**src/rtl/operand_access_unit.sv**
```systemverilog
// rtl/operand_access_unit.sv - operand read / result write-back FSM over a single-port req/ack memory bus
// Optional feature macro: OAU_TIMEOUT_EN (bus-request timeout with sticky error flag)
module operand_access_unit #(
  parameter int DATA_WIDTH     = 16,
  parameter int TIMEOUT_CYCLES = 15
) (
  input  logic                  clock,
  input  logic                  reset,
  input  logic                  start,
  input  logic [DATA_WIDTH-1:0] source_addr,
  input  logic [DATA_WIDTH-1:0] dest_addr,
  input  logic                  source_mem,
  input  logic                  dest_mem,
  input  logic                  dest_read,
  input  logic                  write_result,
  input  logic [DATA_WIDTH-1:0] result,
  output logic [DATA_WIDTH-1:0] source_data,
  output logic [DATA_WIDTH-1:0] dest_data,
  output logic [DATA_WIDTH-1:0] destination_write,
  output logic                  store_value,
  output logic                  mem_req,
  output logic                  mem_we,
  output logic [DATA_WIDTH-1:0] mem_addr,
  output logic [DATA_WIDTH-1:0] mem_wdata,
  input  logic                  mem_ack,
  input  logic [DATA_WIDTH-1:0] mem_rdata,
  output logic                  busy,
  output logic                  done,
  output logic                  error
);

  typedef enum logic [2:0] {
    IDLE   = 3'd0,
    RD_SRC = 3'd1,
    RD_DST = 3'd2,
    EXEC   = 3'd3,
    WR_DST = 3'd4,
    DONE   = 3'd5
  } state_t;

  state_t                state;
  logic [DATA_WIDTH-1:0] dst_addr_q;
  logic                  dst_mem_q;
  logic                  dst_read_q;
  logic                  write_q;
  logic                  timeout_hit;

`ifdef OAU_TIMEOUT_EN
  localparam int CNT_W = $clog2(TIMEOUT_CYCLES + 1);
  logic [CNT_W-1:0] wait_cnt;

  // The outstanding request is abandoned on the last allowed unacknowledged cycle.
  assign timeout_hit = mem_req && !mem_ack && (wait_cnt == CNT_W'(TIMEOUT_CYCLES - 1));

  // Count unacknowledged request cycles; the count restarts whenever the request line is idle.
  always_ff @(posedge clock or posedge reset) begin
    if (reset) begin
      wait_cnt <= '0;
      error    <= 1'b0;
    end else begin
      if (!mem_req)
        wait_cnt <= '0;
      else if (!mem_ack)
        wait_cnt <= wait_cnt + 1'b1;
      if (timeout_hit)
        error <= 1'b1;
    end
  end
`else
  assign timeout_hit = 1'b0;
  assign error       = 1'b0;
`endif

  // Operation sequencer: all outputs are registered and updated alongside the state.
  always_ff @(posedge clock or posedge reset) begin
    if (reset) begin
      state             <= IDLE;
      dst_addr_q        <= '0;
      dst_mem_q         <= 1'b0;
      dst_read_q        <= 1'b0;
      write_q           <= 1'b0;
      source_data       <= '0;
      dest_data         <= '0;
      destination_write <= '0;
      store_value       <= 1'b0;
      mem_req           <= 1'b0;
      mem_we            <= 1'b0;
      mem_addr          <= '0;
      mem_wdata         <= '0;
      busy              <= 1'b0;
      done              <= 1'b0;
    end else begin
      done        <= 1'b0;
      store_value <= 1'b0;
      case (state)
        IDLE: begin
          if (start) begin
            busy       <= 1'b1;
            dst_addr_q <= dest_addr;
            dst_mem_q  <= dest_mem;
            dst_read_q <= dest_read;
            write_q    <= write_result;
            if (!source_mem)
              source_data <= source_addr;
            if (!(dest_mem && dest_read))
              dest_data <= dest_addr;
            if (source_mem) begin
              state    <= RD_SRC;
              mem_req  <= 1'b1;
              mem_we   <= 1'b0;
              mem_addr <= source_addr;
            end else if (dest_mem && dest_read) begin
              state    <= RD_DST;
              mem_req  <= 1'b1;
              mem_we   <= 1'b0;
              mem_addr <= dest_addr;
            end else begin
              state <= EXEC;
            end
          end
        end

        // A destination read that follows a source read enters with mem_req low, giving
        // the bus its mandatory idle request cycle before the next request is raised.
        RD_SRC, RD_DST: begin
          if (!mem_req) begin
            mem_req <= 1'b1;
          end else if (mem_ack) begin
            mem_req <= 1'b0;
            if (state == RD_SRC) begin
              source_data <= mem_rdata;
              if (dst_mem_q && dst_read_q) begin
                state    <= RD_DST;
                mem_addr <= dst_addr_q;
              end else begin
                state <= EXEC;
              end
            end else begin
              dest_data <= mem_rdata;
              state     <= EXEC;
            end
          end else if (timeout_hit) begin
            mem_req <= 1'b0;
            done    <= 1'b1;
            state   <= DONE;
          end
        end

        EXEC: begin
          if (write_q && dst_mem_q) begin
            state     <= WR_DST;
            mem_req   <= 1'b1;
            mem_we    <= 1'b1;
            mem_addr  <= dst_addr_q;
            mem_wdata <= result;
          end else begin
            if (write_q) begin
              destination_write <= result;
              store_value       <= 1'b1;
            end
            done  <= 1'b1;
            state <= DONE;
          end
        end

        WR_DST: begin
          if (mem_ack || timeout_hit) begin
            mem_req <= 1'b0;
            mem_we  <= 1'b0;
            done    <= 1'b1;
            state   <= DONE;
          end
        end

        DONE: begin
          busy  <= 1'b0;
          state <= IDLE;
        end

        default: begin
          busy    <= 1'b0;
          mem_req <= 1'b0;
          state   <= IDLE;
        end
      endcase
    end
  end

endmodule

```
**config.mk**
```make
export PLATFORM = sky130hd
export DESIGN_NAME = operand_access_unit
export DESIGN_NICKNAME = d
export VERILOG_FILES = /design/src/rtl/operand_access_unit.sv
export SDC_FILE = /design/constraint.sdc
export NUM_CORES = 1
export LEC_CHECK = 0
export BUFFER_PORTS_ARGS = -buffer_cell sky130_fd_sc_hd__buf_2
export CAP_MARGIN = 20
export CORE_UTILIZATION = 46
export CTS_CLUSTER_SIZE = 8
export DETAILED_ROUTE_END_ITERATION = 6
export PLACE_DENSITY = 0.83
export SYNTH_ARGS = -nofsm -noshare
export SYNTH_HDL_FRONTEND = slang
export SYNTH_SLANG_ARGS = --single-unit
```
**constraint.sdc**
```tcl
create_clock -name clock -period 3.3 [get_ports clock]
set_input_delay 0.495 -clock clock [delete_from_list [all_inputs] [get_ports clock]]
set_output_delay 0.495 -clock clock [all_outputs]
set_load 0.01 [all_outputs]
```
==> After elaboration in Yosys (flattened, before gate mapping) <==
Index checks and enable logic that the tools add are counted.
{ "word_totals": {"reg_bits": 107, "inputBits": 72, "output_inout_bits": 86, "elab_cells": 104} }
{ "classes": {"eq_ne": 16, "muxes": 51, "bitwise": 3, "reduce_logical": 19} }
{ "op_table": {"columns": ["operator", "n"], "rows": [
  ["$mux W16", 18],
  ["$pmux W16 S2", 2],
  ["$pmux W16 S3", 1],
  ["$ne A2 B2 Y1 const B", 10],
  ["$mux W1", 19],
  ["$mux W3", 5],
  ["$pmux W3 S4", 1],
  ["$reduce_and A6 Y1", 2],
  ["$reduce_and A5 Y1", 2],
  ["$reduce_and A8 Y1", 1],
  ["$eq A3 B2 Y1 const B", 2],
  ["$eq A3 B3 Y1 const B", 2],
  ["$reduce_and A2 Y1", 3],
  ["$reduce_bool A3 Y1", 2],
  ["$pmux W1 S5", 1],
  ["$pmux W1 S2", 2],
  ["$reduce_and A4 Y1", 1],
  ["$reduce_or A4 Y1", 1],
  ["$eq A3 B1 Y1 const B", 1],
  ["$logic_and A1 B1 Y1", 3],
  ["$logic_not A3 Y1", 1],
  ["$ne A3 B3 Y1 const B", 1],
  ["$not A1 Y1", 3],
  ["$pmux W1 S3", 1],
  ["other kinds (4)", 4]
]} }

==> Depth between registers and ports, before layout <==
Gate-level depths: netlist (run 1).
{ "depth": {"ltp_word": 6, "ltp_mapped": 7, "ltp_nobuf": 4} }

==> Least setup slack after synthesis (run 1) <==
No wires, ideal clock.
{ "synth_timing": {"path_type": "register to register", "start": "reg state[2]", "end": "reg destination_write[0]", "setup_ps": 125, "arrival_ps": 1837, "t_required_ps": 3175, "slack_ps": 1338, "path_stages_with_launch": 8, "path_buffers": 3, "period_less_slack_ps": 1962, "cell_sequence": "dfrtp_1 buf_4 nand2b_1 or2_1 buf_6 nor3b_4 buf_12 mux2_4"} }
{ "synth_between": {"elab_chain_cells": 2} }
{ "synth_lines": {"columns": ["element", "line_no", "text"], "rows": [
  ["start, declared", "41", "state_t state;"],
  ["start signal, assigned", "77", "state <= IDLE;"],
  ["start signal, assigned", "108", "state <= RD_SRC;"],
  ["start signal, assigned", "113", "state <= RD_DST;"],
  ["$eq A3 B2 Y1", "95", "case (state)"],
  ["$reduce_and A3 Y1 (no source line)", null, null],
  ["end signal, assigned", "158", "destination_write <= result;"],
  ["end, declared", "19", "output logic [DATA_WIDTH-1:0] destination_write,"]
]} }
Every way passes these cells.
A chain may end at the register's enable or synchronous reset.

==> Final worst setup path (run 1) <==
{ "layout_timing": {"start": "reg state[2]", "end": "reg mem_wdata[8]"} }
{ "layout_between": {"elab_chain_cells": 2} }
{ "layout_lines": {"columns": ["element", "line_no", "text"], "rows": [
  ["$eq A3 B2 Y1", "95", null],
  ["$reduce_and A2 Y1 (no source line)", null, null],
  ["end signal, assigned", "155", "mem_wdata <= result;"],
  ["end, declared", "24", "output logic [DATA_WIDTH-1:0] mem_wdata,"]
]} }
Every way passes these cells.

==> results of run 1 <==
-- kinds of logic (layout without fill, tap and decap cells) --
logic type	count (synthesis)	after routing	share of synthesized area [%]
buf+inv	31	184	3.832
other cells	1	1	0.07409
mux	132	132	29.99
compound gates	58	58	7.194
flops	107	107	52.90
simple gates	60	60	5.686
xor+xnor	1	1	0.3215
-- where the power goes --
part           switching, mW  internal [mW]
clock                  0.471          0.444
sequential             0.452           1.97
combinational           1.48           1.60
-- path summary, 6_finish.rpt --
kind	start	to	slack, ns	cells past startpoint
max in group asynchronous	reset	source_data[2]	2.27	3
min in group clock	write_result	write_q	0.35	2
min reg2reg	source_data[15]	source_data[15]	0.48	2
max reg2reg	state[2]	mem_wdata[8]	0.83	4
min	reset	destination_write[1]	0.23	2
max	state[2]	mem_wdata[8]	0.83	4
-- state kept, by name (all words and copies together), names as in the netlist, 3 cells and up --
register,count
destination_write,16
dest_data,16
source_data,16
mem_wdata,16
state,3
mem_addr,16
dst_addr_q,16
-- layer usage --
| layer | global-route usage, % | vias up |
|---|---|---|
| li1 | - | 1674 |
| met1 | 27.11 | 1772 |
| met2 | 34.06 | 121 |
| met3 | 5.289 | 15 |
| met4 | 6.067 | 0 |
| met5 | 0 | - |
-- worst max-delay path: stages (launching register included) --
cell	delay [ns]
sky130_fd_sc_hd__dfrtp_1	0.64
sky130_fd_sc_hd__nand2b_1	0.29
sky130_fd_sc_hd__or2_1	0.34
sky130_fd_sc_hd__nor2_2	0.66
sky130_fd_sc_hd__mux2_2	0.42
-- synth_stat cells (2+ instances only) --
library cell and n:
sky130_fd_sc_hd__buf_2 7, sky130_fd_sc_hd__nor2b_1 3, sky130_fd_sc_hd__mux2i_1 32, sky130_fd_sc_hd__dfrtp_1 107
sky130_fd_sc_hd__a31oi_1 2, sky130_fd_sc_hd__inv_1 5, sky130_fd_sc_hd__o21ai_1 10, sky130_fd_sc_hd__o21ai_0 12
sky130_fd_sc_hd__buf_4 4, sky130_fd_sc_hd__nand2_1 23, sky130_fd_sc_hd__mux2_4 19, sky130_fd_sc_hd__or2_1 2
sky130_fd_sc_hd__nand2b_1 3, sky130_fd_sc_hd__o22ai_1 2, sky130_fd_sc_hd__a21oi_1 21, sky130_fd_sc_hd__clkbuf_1 7
sky130_fd_sc_hd__and3_1 2, sky130_fd_sc_hd__mux2_2 81, sky130_fd_sc_hd__nor2_1 19, sky130_fd_sc_hd__buf_6 5
-- through the flow --
step	utilization (%)	hold slack (ns)	instance area [µm²]	instances
floorplan	-	0.4814	5065	390
global placement	56.33	0.4552	5919	663
detailed placement	56.33	0.4652	5919	663
CTS	58.53	0.2471	6151	679
global route	58.53	0.2816	6151	679
finish	58.53	0.2326	6151	679
-- cell type report --
class | count | area [µm²]
clock inverters | 7 | 107.6
well taps | 136 | 170.2
clock buffers | 9 | 123.9
inverters | 6 | 26.28
multi-input cells | 252 | 2207
flip-flops and latches | 107 | 2678
repair buffers | 162 | 838.3
fillers | 848 | 4358
==> key figures, run 1 <==
STA
  • Worst Skew: 0.01310 ns
  • Number of failing setup endpoints in the final timing report: 0
  • Worst slew margin relative to its limit: 43.97%
  • Worst slew pin tran: 0.8403 ns
  • Final slew viol count: 0
  • Min Clock Period, post-route: 2.469 ns
  • Achievable Freq: 405.0 MHz
  • Final worst-path setup slack: 0.8307 ns
  • Count of final hold-check violations: 0
  • Setup repair after global routing missed its margin: false
  • Setup TNS: 0 ns
  • Final critical-path share of the clock period: 74.83%

Clock network
  • Clk root buf: sky130_fd_sc_hd__clkbuf_8
  • Clk slew on worst S/H paths: 0.11 ns
  • Post-CTS Hold Buffers: 0
  • Clock tree from TritonCTS: yes
  • Clock sink count: 107
  • Source-to-sink clock delay at the later pin of the worst-skew pair: 0.37 ns
  • Number of buffers inserted to repair setup after CTS: 0
  • Number of clock buffers inserted by TritonCTS: 9
  • Resized cells post-CTS: 0
  • Clock buffer depth: 2
  • H-tree levels: 3

Floorplanning
  • Initial core utilization: 48.16%
  • Chip Height: 106.9 µm
  • Overall die area: 0.01143 mm²
  • Die Wd: 106.9 µm
  • Core Region: 0.01051 mm²
  • I/O pin count: 158
  • Floorplan row count: 37

Worst hold path
  • Hold WC Path Type: input port to async pin

Drt
  • Post-detailed-route count of antenna-violating nets: 0
  • Met1 routed wirelength after detailed routing: 5.080 mm
  • Detailed-route DRC error count: 0
  • Routed vias: 3,582
  • WL/cell: 16.85 µm
  • Number of vias per cell: 5.275
  • Met2 wirelength from detailed routing: 5.499 mm
  • Routed Wire Length: 11.44 mm
  • Count of TritonRoute iterations in the first routing pass: 4
  • Routed met3 length: 712 µm
  • Top sig layer: met4
  • Initial detailed-routing violation count: 227

Finish
  • Total inserted antenna cells: 0
  • Number of nets in the final layout: 610
  • Fraction of layout instances using a drive strength above 1: 53.59%
  • Most common cell after layout, fill and taps aside: sky130_fd_sc_hd__buf_2
  • Layout Area Growth over Synthesis: 21.53%
  • Commonest cells after routing, fill and taps aside: sky130_fd_sc_hd__buf_2, sky130_fd_sc_hd__dfrtp_1, sky130_fd_sc_hd__mux2_2, sky130_fd_sc_hd__mux2i_1, sky130_fd_sc_hd__nand2_1

Yosys
  • Number of synthesized flops with an enable pin: 0
  • Area of the mapped netlist: 0.005061 mm²
  • Cell count after synthesis: 390
  • Distinct cell type count after synthesis: 44
  • Portion of the post-synthesis area used by sequential elements: 52.90%
  • Share of flip-flops with an asynchronous set or reset after synthesis: 100.0%
  • Net Count, Synth: 462
  • Cell taking the most area after synthesis: sky130_fd_sc_hd__dfrtp_1
  • Ys Warns: 0
  • Main flop type after synthesis: sky130_fd_sc_hd__dfrtp_1
  • Area share of the largest cell type after synthesis: 52.90%
  • Post-synthesis average cell area: 12.98 µm²
  • Flop and latch count out of synthesis: 107
  • Dominant cells by area after synthesis: sky130_fd_sc_hd__dfrtp_1, sky130_fd_sc_hd__mux2_2, sky130_fd_sc_hd__mux2i_1, sky130_fd_sc_hd__mux2_4, sky130_fd_sc_hd__a21oi_1

Setup path
  • Nature of the critical path startpoint: flip-flop
  • Worst Path Arrival: 2.72 ns
  • Req. time, crit path: 3.55 ns
  • Critical Path Fanout Max: 19
  • Worst Path Class, Setup: flip-flop to flip-flop
  • Type of destination of the critical path: flip-flop

Power
  • Power Dens Cells: 1043 mW/mm²
  • Post-layout total power: 6.418 mW
  • Maximum vdd ir drop: 0.0004865 V
  • Lkg Pwr: 3.001 nW

Placement
  • Final weighted congestion in routability-driven placement: 0.9230
  • Post-placement setup slack: 0.8610 ns
  • Buffers added on ports: 156
  • HPWL reported at the end of detailed placement: 8.564 mm

GRT
  • Maximum number of pins on one net before global-route repair: 75
  • Global-route usage over all layers: 20.74%
  • Global-route wire length before repair: 18.23 mm
  • Initial antenna violation count: 0
  • Final global-route overflow total: 0
  • Vias in the first global route: 3,563

Run
  • Reported max-cap violation count: 0

Outcome
  • Status: finished clean
No activity file was read; power rests on OpenSTA's default activity.
==> run 2, diff against run 1 <==
clock period = 2.2 ns   (was 3.3 ns; I/O delays follow)
==> run 2 against run 1 <==
Effect of this change:
- sequential power is 47% higher
- register-to-register slack worse by 0.68 ns
- cell count grew 1.3%
- flip-flop and latch count did not move
- utilization up 0.81 points
- via count fell by 0.50%
- fmax increased by 21%
- combinational power is 57% higher
- hold slack worse by 0.17 ns
- cell area increased by 1.4%
- highest routed layer unchanged
==> key figures, run 2 (same netlist as run 1, synthesis figures left out) <==
Setup path
  • Nature of the critical path startpoint: flip-flop
  • Cells traversed along the worst timing path: xor2_2 > nor2b_4 > buf_12 > mux2_2 > mux2_4
  • Worst Path Class, Setup: flip-flop to flip-flop
  • Type of destination of the critical path: flip-flop
  • Worst path slowest cell: sky130_fd_sc_hd__dfrtp_1
  • Cell depth of the worst flop-to-flop path: 5
  • Critical Path Fanout Max: 32
  • Worst Path Arrival: 2.30 ns
  • Endpoint of the lowest-slack register-to-register path: dest_data[8]
  • Cell class contributing the biggest share of worst-path delay: multiplexers
  • Setup slack on the worst flop-to-flop path: 0.15 ns
  • Req. time, crit path: 2.45 ns
  • R2r startpoint: state[0]
  • Count of buffering cells on the critical path with inverters included: 1
  • Crit path largest cell delay: 0.55 ns

Drt
  • Routed vias: 3,564
  • Post-detailed-route count of antenna-violating nets: 0
  • WL/cell: 16.72 µm
  • Initial detailed-routing violation count: 133
  • Detailed-route DRC error count: 0
  • Number of vias per cell: 5.180
  • Count of TritonRoute iterations in the first routing pass: 4
  • Routed Wire Length: 11.50 mm

Finish
  • Commonest cells after routing, fill and taps aside: sky130_fd_sc_hd__buf_2, sky130_fd_sc_hd__dfrtp_1, sky130_fd_sc_hd__mux2_2, sky130_fd_sc_hd__mux2i_1, sky130_fd_sc_hd__nand2_1
  • Multi-input combinational cell area: 0.002207 mm²
  • Fraction of layout instances using a drive strength above 1: 53.80%
  • Layout Area Growth over Synthesis: 23.21%
  • Number of nets in the final layout: 619
  • Fillers: 819
  • Number of non-filler instances in the completed layout: 688
  • Most common cell after layout, fill and taps aside: sky130_fd_sc_hd__buf_2
  • FF+latch area: 0.002678 mm²
  • Total inserted antenna cells: 0

STA
  • Number of failing setup endpoints in the final timing report: 0
  • Setup repair after global routing missed its margin: false
  • Final slew viol count: 0
  • Final critical-path share of the clock period: 93.06%
  • Achievable Freq: 488.5 MHz
  • Final hold slack: 0.06369 ns
  • Setup TNS: 0 ns
  • Worst Skew: 0.006368 ns
  • Final worst-path setup slack: 0.1528 ns
  • Worst slew margin relative to its limit: 53.76%
  • Worst slew pin tran: 0.6921 ns
  • Min Clock Period, post-route: 2.047 ns
  • Count of final hold-check violations: 0

Floorplanning
  • Initial core utilization: 48.16%
  • Floorplan row count: 37
  • Overall die area: 0.01143 mm²
  • Core Region: 0.01051 mm²
  • Die Wd: 106.9 µm
  • Chip Height: 106.9 µm
  • I/O pin count: 158

GRT
  • Vias in the first global route: 3,680
  • Maximum number of pins on one net before global-route repair: 45
  • Global-route wire length before repair: 18.78 mm
  • Initial antenna violation count: 0
  • Global-route usage over all layers: 21.27%
  • Final global-route overflow total: 0

Clock network
  • Number of clock buffers inserted by TritonCTS: 9
  • Clock buffer depth: 2
  • H-tree levels: 3
  • Clock sink count: 107
  • Clock tree from TritonCTS: yes
  • Post-CTS Hold Buffers: 0
  • Clk slew on worst S/H paths: 0.10 ns
  • Clk root buf: sky130_fd_sc_hd__clkbuf_8
  • Resized cells post-CTS: 0
  • Source-to-sink clock delay at the later pin of the worst-skew pair: 0.35 ns
  • Number of buffers inserted to repair setup after CTS: 0

Placement
  • Post-placement setup slack: 0.1872 ns
  • HPWL reported at the end of detailed placement: 8.747 mm
  • Final weighted congestion in routability-driven placement: 0.9400
  • Number of placed instances, taps included: 672
  • Buffers added on ports: 156

Power
  • Maximum vdd ir drop: 0.0006884 V
  • Power Dens Cells: 1535 mW/mm²
  • Lkg Pwr: 3.041 nW

Worst hold path
  • Hold WC Path Type: input port to async pin

Outcome
  • Status: finished clean

Run
  • Reported max-cap violation count: 0
==> run 2: cell count changes in the layout (fill, tap and decap cells not counted), sizes merged <==
cell | previous run | this run
buf | 162 | 171
inv | 9 | 5
clkbuf | 9 | 12
clkinv | 0 | 2
bufinv | 2 | 1
==> run 2: worst max path at each step <==
stage | start | end | slack, ns | cells after the start
finish | state[0] | dest_data[8] | 0.15 | 5
global route | state[0] | dest_data[5] | 0.11 | 5
CTS | state[0] | dest_data[8] | 0.17 | 5
detailed placement | state[0] | dest_data[8] | 0.19 | 5
global placement | state[0] | dest_data[8] | 0.26 | 5
floorplan | state[2] | destination_write[0] | 0.24 | 7
==> run 2: report_power, final <==
group	internal (mW)	switching, mW	total, mW
clock network	0.529	0.636	1.17
logic	2.55	2.30	4.85
registers	2.96	0.598	3.55
==> run 2: per-layer routing <==
metal  global-route usage (%)  up-vias  share of wire, %
li1                         -     1683                 -
met1                    28.49     1747                45
met2                    33.69      120                47
met3                    5.289       14               6.4
met4                    7.436        0               1.4
met5                        0        -                 0
==> run 2: final cells by class <==
cell class,count,area share [%]
clock buffers,12,2.167
clock inverters,4,0.8226
inverters,6,0.4213
multi-input cells,252,35.39
flip-flops and latches,107,42.94
well taps,136,2.729
repair buffers,171,15.53
==> run 2: per-stage QoR <==
stage               cell area (µm²)  util (%)  power [mW]
floorplan                      5065         -       6.920
finish                         6236     59.34       9.571
global route                   6236     59.34       10.24
CTS                            6236     59.34       9.666
global placement               6050     57.57       8.248
detailed placement             6050     57.57       8.487
==> run 3, diff against run 2 <==
PLACE_DENSITY = 0.76   (was 0.83)
==> run 3 against run 2 <==
Effect of this change:
- global-route usage barely moved
- cell count rose by 0.29%
- flip-flop and latch count did not move
- first-iteration DRC count rose by 60%
- critical path depth rose by 1
- via count rose by 0.67%
- utilization rose by 0.54 points
- sequential share of layout area fell by 0.38 points
- setup slack improved by 0.11 ns
- cell area rose by 0.90%
- fmax rose by 5.7%
==> key figures, run 3 (same netlist as run 1, synthesis figures left out) <==
Outcome
  • Status: finished clean

STA
  • Worst slew margin relative to its limit: 61.68%
  • Achievable Freq: 516.3 MHz
  • Min Clock Period, post-route: 1.937 ns
  • Final slew viol count: 0
  • Setup TNS: 0 ns
  • Setup repair after global routing missed its margin: false
  • Final critical-path share of the clock period: 88.03%
  • Worst Skew: 0.01165 ns
  • Worst slew pin tran: 0.5736 ns
  • Number of failing setup endpoints in the final timing report: 0
  • Count of final hold-check violations: 0

Finish
  • Commonest cells after routing, fill and taps aside: sky130_fd_sc_hd__buf_2, sky130_fd_sc_hd__dfrtp_1, sky130_fd_sc_hd__mux2_2, sky130_fd_sc_hd__mux2i_1, sky130_fd_sc_hd__nand2_1
  • Most common cell after layout, fill and taps aside: sky130_fd_sc_hd__buf_2
  • Non-Filler Cell Area, Final: 0.006292 mm²
  • Layout Area Growth over Synthesis: 24.33%
  • Fraction of layout instances using a drive strength above 1: 54.15%
  • Number of nets in the final layout: 621
  • Total inserted antenna cells: 0

Setup path
  • Worst Path Class, Setup: flip-flop to flip-flop
  • Endpoint of the lowest-slack register-to-register path: dest_data[10]
  • Type of destination of the critical path: flip-flop
  • Req. time, crit path: 2.47 ns
  • Capturing instance or port of the critical path: dest_data[10]
  • R2r startpoint: state[0]
  • Worst Path Arrival: 2.21 ns
  • Start point of the critical path: state[0]
  • Setup slack on the worst flop-to-flop path: 0.26 ns
  • Cell depth of the worst flop-to-flop path: 6
  • Nature of the critical path startpoint: flip-flop
  • Critical Path Fanout Max: 16

Placement
  • Placement Cell Area: 0.006057 mm²
  • Final weighted congestion in routability-driven placement: 0.9185
  • HPWL reported at the end of detailed placement: 8.879 mm
  • Buffers added on ports: 156

GRT
  • Maximum number of pins on one net before global-route repair: 51
  • Initial antenna violation count: 0
  • Vias in the first global route: 3,595
  • Global-route wire length before repair: 18.45 mm
  • Final global-route overflow total: 0
  • Global-route usage over all layers: 21.29%

Clock network
  • Number of clock buffers inserted by TritonCTS: 9
  • Source-to-sink clock delay at the later pin of the worst-skew pair: 0.38 ns
  • Clock tree from TritonCTS: yes
  • Clock sink count: 107
  • Clk root buf: sky130_fd_sc_hd__clkbuf_8
  • Clock buffer depth: 2
  • Resized cells post-CTS: 0
  • Clk slew on worst S/H paths: 0.10 ns
  • H-tree levels: 3

Drt
  • Post-detailed-route count of antenna-violating nets: 0
  • Routed vias: 3,588
  • Initial detailed-routing violation count: 213
  • Routed Wire Length: 11.55 mm
  • Detailed-route DRC error count: 0
  • Number of vias per cell: 5.200
  • WL/cell: 16.74 µm
  • Count of TritonRoute iterations in the first routing pass: 5

Worst hold path
  • Hold WC Path Type: input port to flip-flop

Floorplanning
  • Chip Height: 106.9 µm
  • Initial core utilization: 48.16%
  • Die Wd: 106.9 µm
  • Overall die area: 0.01143 mm²
  • Floorplan row count: 37
  • Core Region: 0.01051 mm²
  • I/O pin count: 158

Run
  • Reported max-cap violation count: 0

Power
  • Power Dens Cells: 1555 mW/mm²
  • Lkg Pwr: 3.066 nW
  • Maximum vdd ir drop: 0.0009391 V
run 3: per-stage QoR:
stage               std cells  power, mW  util, %  hold WS, ns  setup slack (ns)
global route              690      10.42    59.88       0.1636            0.2043
detailed placement        673      8.513    57.64       0.4288            0.2675
global placement          673      8.321    57.64       0.4161            0.3224
finish                    690      9.787    59.88       0.1824            0.2633
floorplan                 390      6.920        -       0.4781            0.2375
CTS                       690      9.884    59.88       0.1662            0.2547
run 3: worst min path at each step:
stage                       from                   end  cells past startpoint
floorplan              result[0]  destination_write[0]                      1
global placement           reset        source_data[8]                      2
detailed placement         reset        source_data[5]                      2
CTS                    result[9]  destination_write[9]                      2
global route        write_result               write_q                      2
finish              write_result               write_q                      2
run 3: layout make-up:
class	count	area [µm²]
clock buffer	11	141.4
clock inverter	5	83.83
fill	887	4217
inverter	6	26.28
multi-input combinational	252	2207
sequential	107	2678
tap	136	170.2
timing repair buffer	173	985.9
run 3: power by group:
group | switching, mW | internal [mW] | leakage (nW)
registers | 0.549 | 2.96 | 1.29
logic | 2.37 | 2.57 | 1.67
clock network | 0.667 | 0.676 | 0.106
total | 3.58 | 6.21 | 3.07
run 3: metal layers:
metal	vias to the layer above	GRT usage, %	routed length, µm
li1	1698	-	-
met1	1768	28.19	5240
met2	105	34.15	5514
met3	17	5.106	565
met4	0	7.632	233
met5	-	0	0
run 3: repair_timing:
item | CTS | global route
hold buffers | 1 | 0
buffers inserted | 0 | 0
endpoints found under the hold margin | 4 | 0
run 3: worst max-delay path, cell delays in order, from the launching register on:
cell                        delay (ns)
sky130_fd_sc_hd__dfrtp_1          0.44
sky130_fd_sc_hd__buf_4            0.20
sky130_fd_sc_hd__nor3_2           0.29
sky130_fd_sc_hd__a211oi_4         0.09
sky130_fd_sc_hd__o2111ai_4        0.11
sky130_fd_sc_hd__buf_4            0.32
sky130_fd_sc_hd__mux2_2           0.37
